[src/rtl/border_painter_fx_if.sv]
// border_painter_fx_if: pixel position, frame/hit pulses and registered border outputs of the border painter.
interface border_painter_fx_if;
  logic [9:0] hpos;
  logic [8:0] vpos;
  logic       frame_start;
  logic       hit_left;
  logic       hit_right;
  logic       hit_top;
  logic       in_border;
  logic [5:0] color;
  logic [2:0] flashing;
  modport master (
    output hpos, vpos, frame_start, hit_left, hit_right, hit_top,
    input  in_border, color, flashing
  );
  modport slave (
    input  hpos, vpos, frame_start, hit_left, hit_right, hit_top,
    output in_border, color, flashing
  );
endinterface

[src/rtl/border_painter_fx.sv]
// border_painter_fx: registered left/right/top border painter with per-side hit flash counters.
// Optional macro BORDER_BLINK_EN makes flashing sides alternate colours every frame.
module border_painter_fx #(
  parameter logic [5:0] BORDER_COLOR = 6'b111111,
  parameter logic [5:0] FLASH_COLOR  = 6'b000011,
  parameter logic [9:0] BORDER_LEFT  = 10'd0,
  parameter logic [9:0] BORDER_RIGHT = 10'd632,
  parameter logic [8:0] BORDER_TOP   = 9'd0,
  parameter int         BORDER_WIDTH = 3,
  parameter int         FLASH_FRAMES = 8,
  parameter int         CNT_W        = 4
) (
  input logic clk,
  input logic reset,
  border_painter_fx_if.slave bus
);
  logic [2:0][CNT_W-1:0] cnt;
  logic [2:0] hit;
  logic [2:0] side;
  logic [CNT_W-1:0] sel_cnt;
  logic phase;
  assign hit = {bus.hit_top, bus.hit_right, bus.hit_left};
  assign side = {(bus.vpos >> BORDER_WIDTH) == (BORDER_TOP >> BORDER_WIDTH),
                 (bus.hpos >> BORDER_WIDTH) == (BORDER_RIGHT >> BORDER_WIDTH),
                 (bus.hpos >> BORDER_WIDTH) == (BORDER_LEFT >> BORDER_WIDTH)};
  // corners follow the top counter, then left over right
  assign sel_cnt = side[2] ? cnt[2] : side[0] ? cnt[0] : cnt[1];
  assign bus.flashing = {|cnt[2], |cnt[1], |cnt[0]};
`ifdef BORDER_BLINK_EN
  logic blink;
  always_ff @(posedge clk or posedge reset)
    if (reset) blink <= 1'b0;
    else blink <= blink ^ bus.frame_start;
  assign phase = blink;
`else
  assign phase = 1'b1;
`endif
  always_ff @(posedge clk or posedge reset)
    if (reset) cnt <= '0;
    else
      for (int i = 0; i < 3; i++)
        cnt[i] <= hit[i] ? CNT_W'(FLASH_FRAMES) :
                  (bus.frame_start && cnt[i] != '0) ? cnt[i] - 1'b1 : cnt[i];
  always_ff @(posedge clk or posedge reset)
    if (reset) begin
      bus.in_border <= 1'b0;
      bus.color     <= '0;
    end else begin
      bus.in_border <= |side;
      bus.color     <= !(|side) ? 6'b0 : (sel_cnt != '0 && phase) ? FLASH_COLOR : BORDER_COLOR;
    end
endmodule

[src/flat_wrapper.sv]
// flat-port wrapper written by rule: the top's interface ports become plain ports
module border_painter_fx_flat 
#(
  parameter logic [5:0] BORDER_COLOR = 6'b111111,
  parameter logic [5:0] FLASH_COLOR  = 6'b000011,
  parameter logic [9:0] BORDER_LEFT  = 10'd0,
  parameter logic [9:0] BORDER_RIGHT = 10'd632,
  parameter logic [8:0] BORDER_TOP   = 9'd0,
  parameter int         BORDER_WIDTH = 3,
  parameter int         FLASH_FRAMES = 8,
  parameter int         CNT_W        = 4
)
  (clk, reset, bus_hpos, bus_vpos, bus_frame_start, bus_hit_left, bus_hit_right, bus_hit_top, bus_in_border, bus_color, bus_flashing);
  border_painter_fx_if bus_i ();
  input logic clk;
  input logic reset;
  input wire logic [$bits(bus_i.hpos)-1:0] bus_hpos;
  input wire logic [$bits(bus_i.vpos)-1:0] bus_vpos;
  input wire logic [$bits(bus_i.frame_start)-1:0] bus_frame_start;
  input wire logic [$bits(bus_i.hit_left)-1:0] bus_hit_left;
  input wire logic [$bits(bus_i.hit_right)-1:0] bus_hit_right;
  input wire logic [$bits(bus_i.hit_top)-1:0] bus_hit_top;
  output wire logic [$bits(bus_i.in_border)-1:0] bus_in_border;
  output wire logic [$bits(bus_i.color)-1:0] bus_color;
  output wire logic [$bits(bus_i.flashing)-1:0] bus_flashing;
  assign bus_i.hpos = bus_hpos;
  assign bus_i.vpos = bus_vpos;
  assign bus_i.frame_start = bus_frame_start;
  assign bus_i.hit_left = bus_hit_left;
  assign bus_i.hit_right = bus_hit_right;
  assign bus_i.hit_top = bus_hit_top;
  assign bus_in_border = bus_i.in_border;
  assign bus_color = bus_i.color;
  assign bus_flashing = bus_i.flashing;
  border_painter_fx #(.BORDER_COLOR(BORDER_COLOR), .FLASH_COLOR(FLASH_COLOR), .BORDER_LEFT(BORDER_LEFT), .BORDER_RIGHT(BORDER_RIGHT), .BORDER_TOP(BORDER_TOP), .BORDER_WIDTH(BORDER_WIDTH), .FLASH_FRAMES(FLASH_FRAMES), .CNT_W(CNT_W)) u_core (.clk(clk), .reset(reset), .bus(bus_i));
endmodule
[config.mk]
export PLATFORM = sky130hd
export DESIGN_NAME = border_painter_fx_flat
export DESIGN_NICKNAME = d
export VERILOG_FILES = /design/src/rtl/border_painter_fx_if.sv /design/src/rtl/border_painter_fx.sv /design/src/flat_wrapper.sv
export SDC_FILE = /design/constraint.sdc
export NUM_CORES = 1
export LEC_CHECK = 0
export ABC_AREA = 1
export CORE_UTILIZATION = 35
export DETAILED_ROUTE_END_ITERATION = 8
export PLACE_DENSITY = 0.66
export SYNTH_ARGS = -nofsm -noshare
export SYNTH_HDL_FRONTEND = slang
export SYNTH_SLANG_ARGS = --single-unit
[constraint.sdc]
create_clock -name clk -period 3.1 [get_ports clk]
set_input_delay 0.62 -clock clk [delete_from_list [all_inputs] [get_ports clk]]
set_output_delay 0.62 -clock clk [all_outputs]
set_load 0.05 [all_outputs]
==> results.json <==
{
  "worst_slew_pin_slew_ns": 0.522,
  "timing.rr.start": "u_core.cnt[0]",
  "period_share_pct": 80.0,
  "wl_per_cell_um": 10.3,
  "synth_seq_cells": 14,
  "synthToLayoutAreaGrowth_pct": 32.7,
  "fillers": 240,
  "clkTransAtPathRegs_ns": 0.08,
  "final_cell_area_um2": 1210,
  "synth_top_cell_by_area": "dfrtp_1",
  "min_from": "u_core.cnt[0]",
  "cts_tree": "yes",
  "synth_cell_types": 18,
  "drc": 0,
  "ctsHoldBuffers": 0,
  "finClkSkew_ns": 0.00485,
  "cts.repair.resized": 0,
  "layout_common_cells": "28 x clkdlybuf4s50_1, 16 x nand2_1, 14 x dfrtp_1, 12 x nand3_1",
  "reg2reg_slack_ns": 1.87,
  "dieArea_um2": 2810,
  "timing.rr.end": "u_core.cnt[3]",
  "ys_top_cells_by_area": "dfrtp_1 39%, ha_1 8.3%, nand3_1 6.6%, nand3_2 6.6%, nand2_1 6.6%",
  "ios": 35,
  "ys_seq_area_share_pct": 38.5,
  "grt_first_pass_wirelength_um": 2860,
  "vias": 798,
  "std_cell_rows": 18,
  "holdPathStages": 1,
  "drv_slew": 0,
  "clock_latency_ns": 0.27,
  "cp_top_family": "buffers and inverters",
  "crit_arrival_ns": 1.86,
  "setup_tns_ns": 0,
  "firstDrtPassIters": 4,
  "cts_made_buffers": 3,
  "syn_avg_cell_area_um2": 7.91,
  "mostFrequentLayoutCell": "clkdlybuf4s50_1",
  "clkSinkCount": 14,
  "grt_pass1_vias": 711,
  "path_cells": "inv_1 > ha_1 > nand3_2 > clkdlybuf4s50_1",
  "antenna_found_initial": 0,
  "drive_gt1_share_pct": 19.3,
  "clockBufferDepth": 2,
  "finalSetupViolations": 0,
  "mappedNetlistArea_um2": 910,
  "cp_slowest_stage_delay_ns": 0.81,
  "nets": 173,
  "slew_headroom_pct": 65.2,
  "hold_class": "reg -> reg",
  "rsz0062_at_grt": "false",
  "synth_warnings": 0,
  "power_density_nw_per_um2": 520,
  "p_leak_nw": 0.550,
  "synthDominantCellAreaShare_pct": 38.5,
  "outcome": "finished clean",
  "cp-end-kind": "output port",
  "syn_inst": 115,
  "multi_input_area_um2": 457,
  "overflow": 0,
  "placed_area_um2": 1180,
  "hold_path_end": "u_core.cnt[0]",
  "critical_path_required_ns": 2.48,
  "start_util_pct": 36.7,
  "place_congestion": 0.686,
  "diodes": 0,
  "drt-initial-drc-count": 13,
  "grt_start_max_net_pins": 15,
  "htreeDepth": 1,
  "finalHoldViolCount": 0,
  "syn-num-nets": 146,
  "worst-path-buf-inv": 2,
  "core_area_um2": 2480,
  "path_class": "reg -> out",
  "regArea_um2": 350,
  "reg2reg_depth": 7,
  "clockRootBuffer": "clkbuf_4",
  "maxCapViolCount": 0,
  "port-buffer-count": 28,
  "finalWorstPathRequiredPeriod_ns": 2.48,
  "ant_nets": 0,
  "crit_path_max_fanout": 4,
  "cp_slowest_cell": "clkdlybuf4s50_1",
  "post_cts_buffers": 0,
  "die_w_um": 53.0,
  "grtUsageTotal_pct": 14.3,
  "max_freq_mhz": 403,
  "dp_hpwl_um": 1430,
  "ir_drop_v": 0.000251,
  "cp-start-kind": "flop",
  "vias_per_cell": 4.69,
  "die_y_um": 53.0,
  "wl_um": 1760
}
## power by group
| group | leakage, nW | switching (W) | internal [W] | total [W] |
|---|---|---|---|---|
| Combinational | 0.361 | 0.000178 | 0.000110 | 0.000288 |
| Sequential | 0.175 | 0.0000189 | 0.000220 | 0.000239 |
| Clock | 0.0138 | 0.0000564 | 0.0000449 | 0.000101 |
## cell families after synthesis
family	count (synthesis)	synth area share, %
AOI/OAI and AO/OA	17	9.49
buffers and inverters	22	11.3
and+or+nand+nor	56	32.5
DFF	14	38.5
adders and majority gates	6	8.25
## cells in the mapped netlist
| cell | instances |
|---|---|
| nand2_2 | 4 |
| ha_1 | 6 |
| nor2_2 | 6 |
| o22ai_1 | 1 |
| a21oi_1 | 3 |
| dfrtp_1 | 14 |
| nor2_1 | 9 |
| or2_0 | 1 |
| buf_4 | 5 |
| inv_1 | 8 |
| buf_2 | 1 |
| inv_2 | 8 |
| nand2_1 | 16 |
| nand3_1 | 12 |
| o21ai_1 | 9 |
| nand4_1 | 2 |
| nand3_2 | 6 |
| o21ai_0 | 4 |
## worst max path at each step
stage / from / to / slack [ns] / cells past startpoint
final: u_core.cnt[0] / bus_flashing[0] / 0.62 / 4
after global routing: u_core.cnt[0] / bus_flashing[0] / 0.53 / 4
after CTS: u_core.cnt[0] / bus_flashing[0] / 0.60 / 4
after detailed placement: u_core.cnt[0] / bus_flashing[0] / 0.93 / 4
after global placement: u_core.cnt[0] / bus_flashing[0] / 0.96 / 4
after floorplan: u_core.bus.color[4] / bus_color[3] / 1.56 / 1
## registers in the layout, indices dropped and copies added, names as in the netlist
| name | flops |
|---|---|
| u_core.cnt | 12 |
| u_core.bus.color | 2 |
## worst register-to-register path, delay by kind of cell (launching register included)
family                     cells  cell delay, ns
AOI/OAI and AO/OA              1            0.06
DFF                            1            0.40
buffers and inverters          1            0.12
adders and majority gates      1            0.18
and+or+nand+nor                4            0.37
## through the flow
| step | power [W] | hold slack, ns | setup WS (ns) | utilization (%) | cells |
|---|---|---|---|---|---|
| floorplan | 0.000449 | 0.459 | 1.56 | - | 115 |
| global placement | 0.000521 | 0.488 | 0.955 | 47.8 | 167 |
| detailed placement | 0.000532 | 0.491 | 0.926 | 47.8 | 167 |
| CTS | 0.000634 | 0.507 | 0.602 | 48.7 | 170 |
| global route | 0.000682 | 0.553 | 0.527 | 48.7 | 170 |
| finish | 0.000628 | 0.499 | 0.619 | 48.7 | 170 |
## final cells by class
| type | instances | share of cell area [%] |
|---|---|---|
| clock buffer | 3 | 1.87 |
| sequential | 14 | 29.0 |
| tap | 30 | 3.11 |
| inverter | 16 | 4.97 |
| multi-input combinational | 79 | 37.8 |
| timing repair buffer | 28 | 23.2 |
## routing by layer
| layer | GRT usage [%] | part of all wire (%) |
|---|---|---|
| met1 | 16.9 | 45 |
| met2 | 24.1 | 46 |
| met3 | 3.45 | 7.5 |
| met4 | 6.58 | 0.97 |
| met5 | 0 | 0 |
No activity file was read; power rests on OpenSTA's default activity.
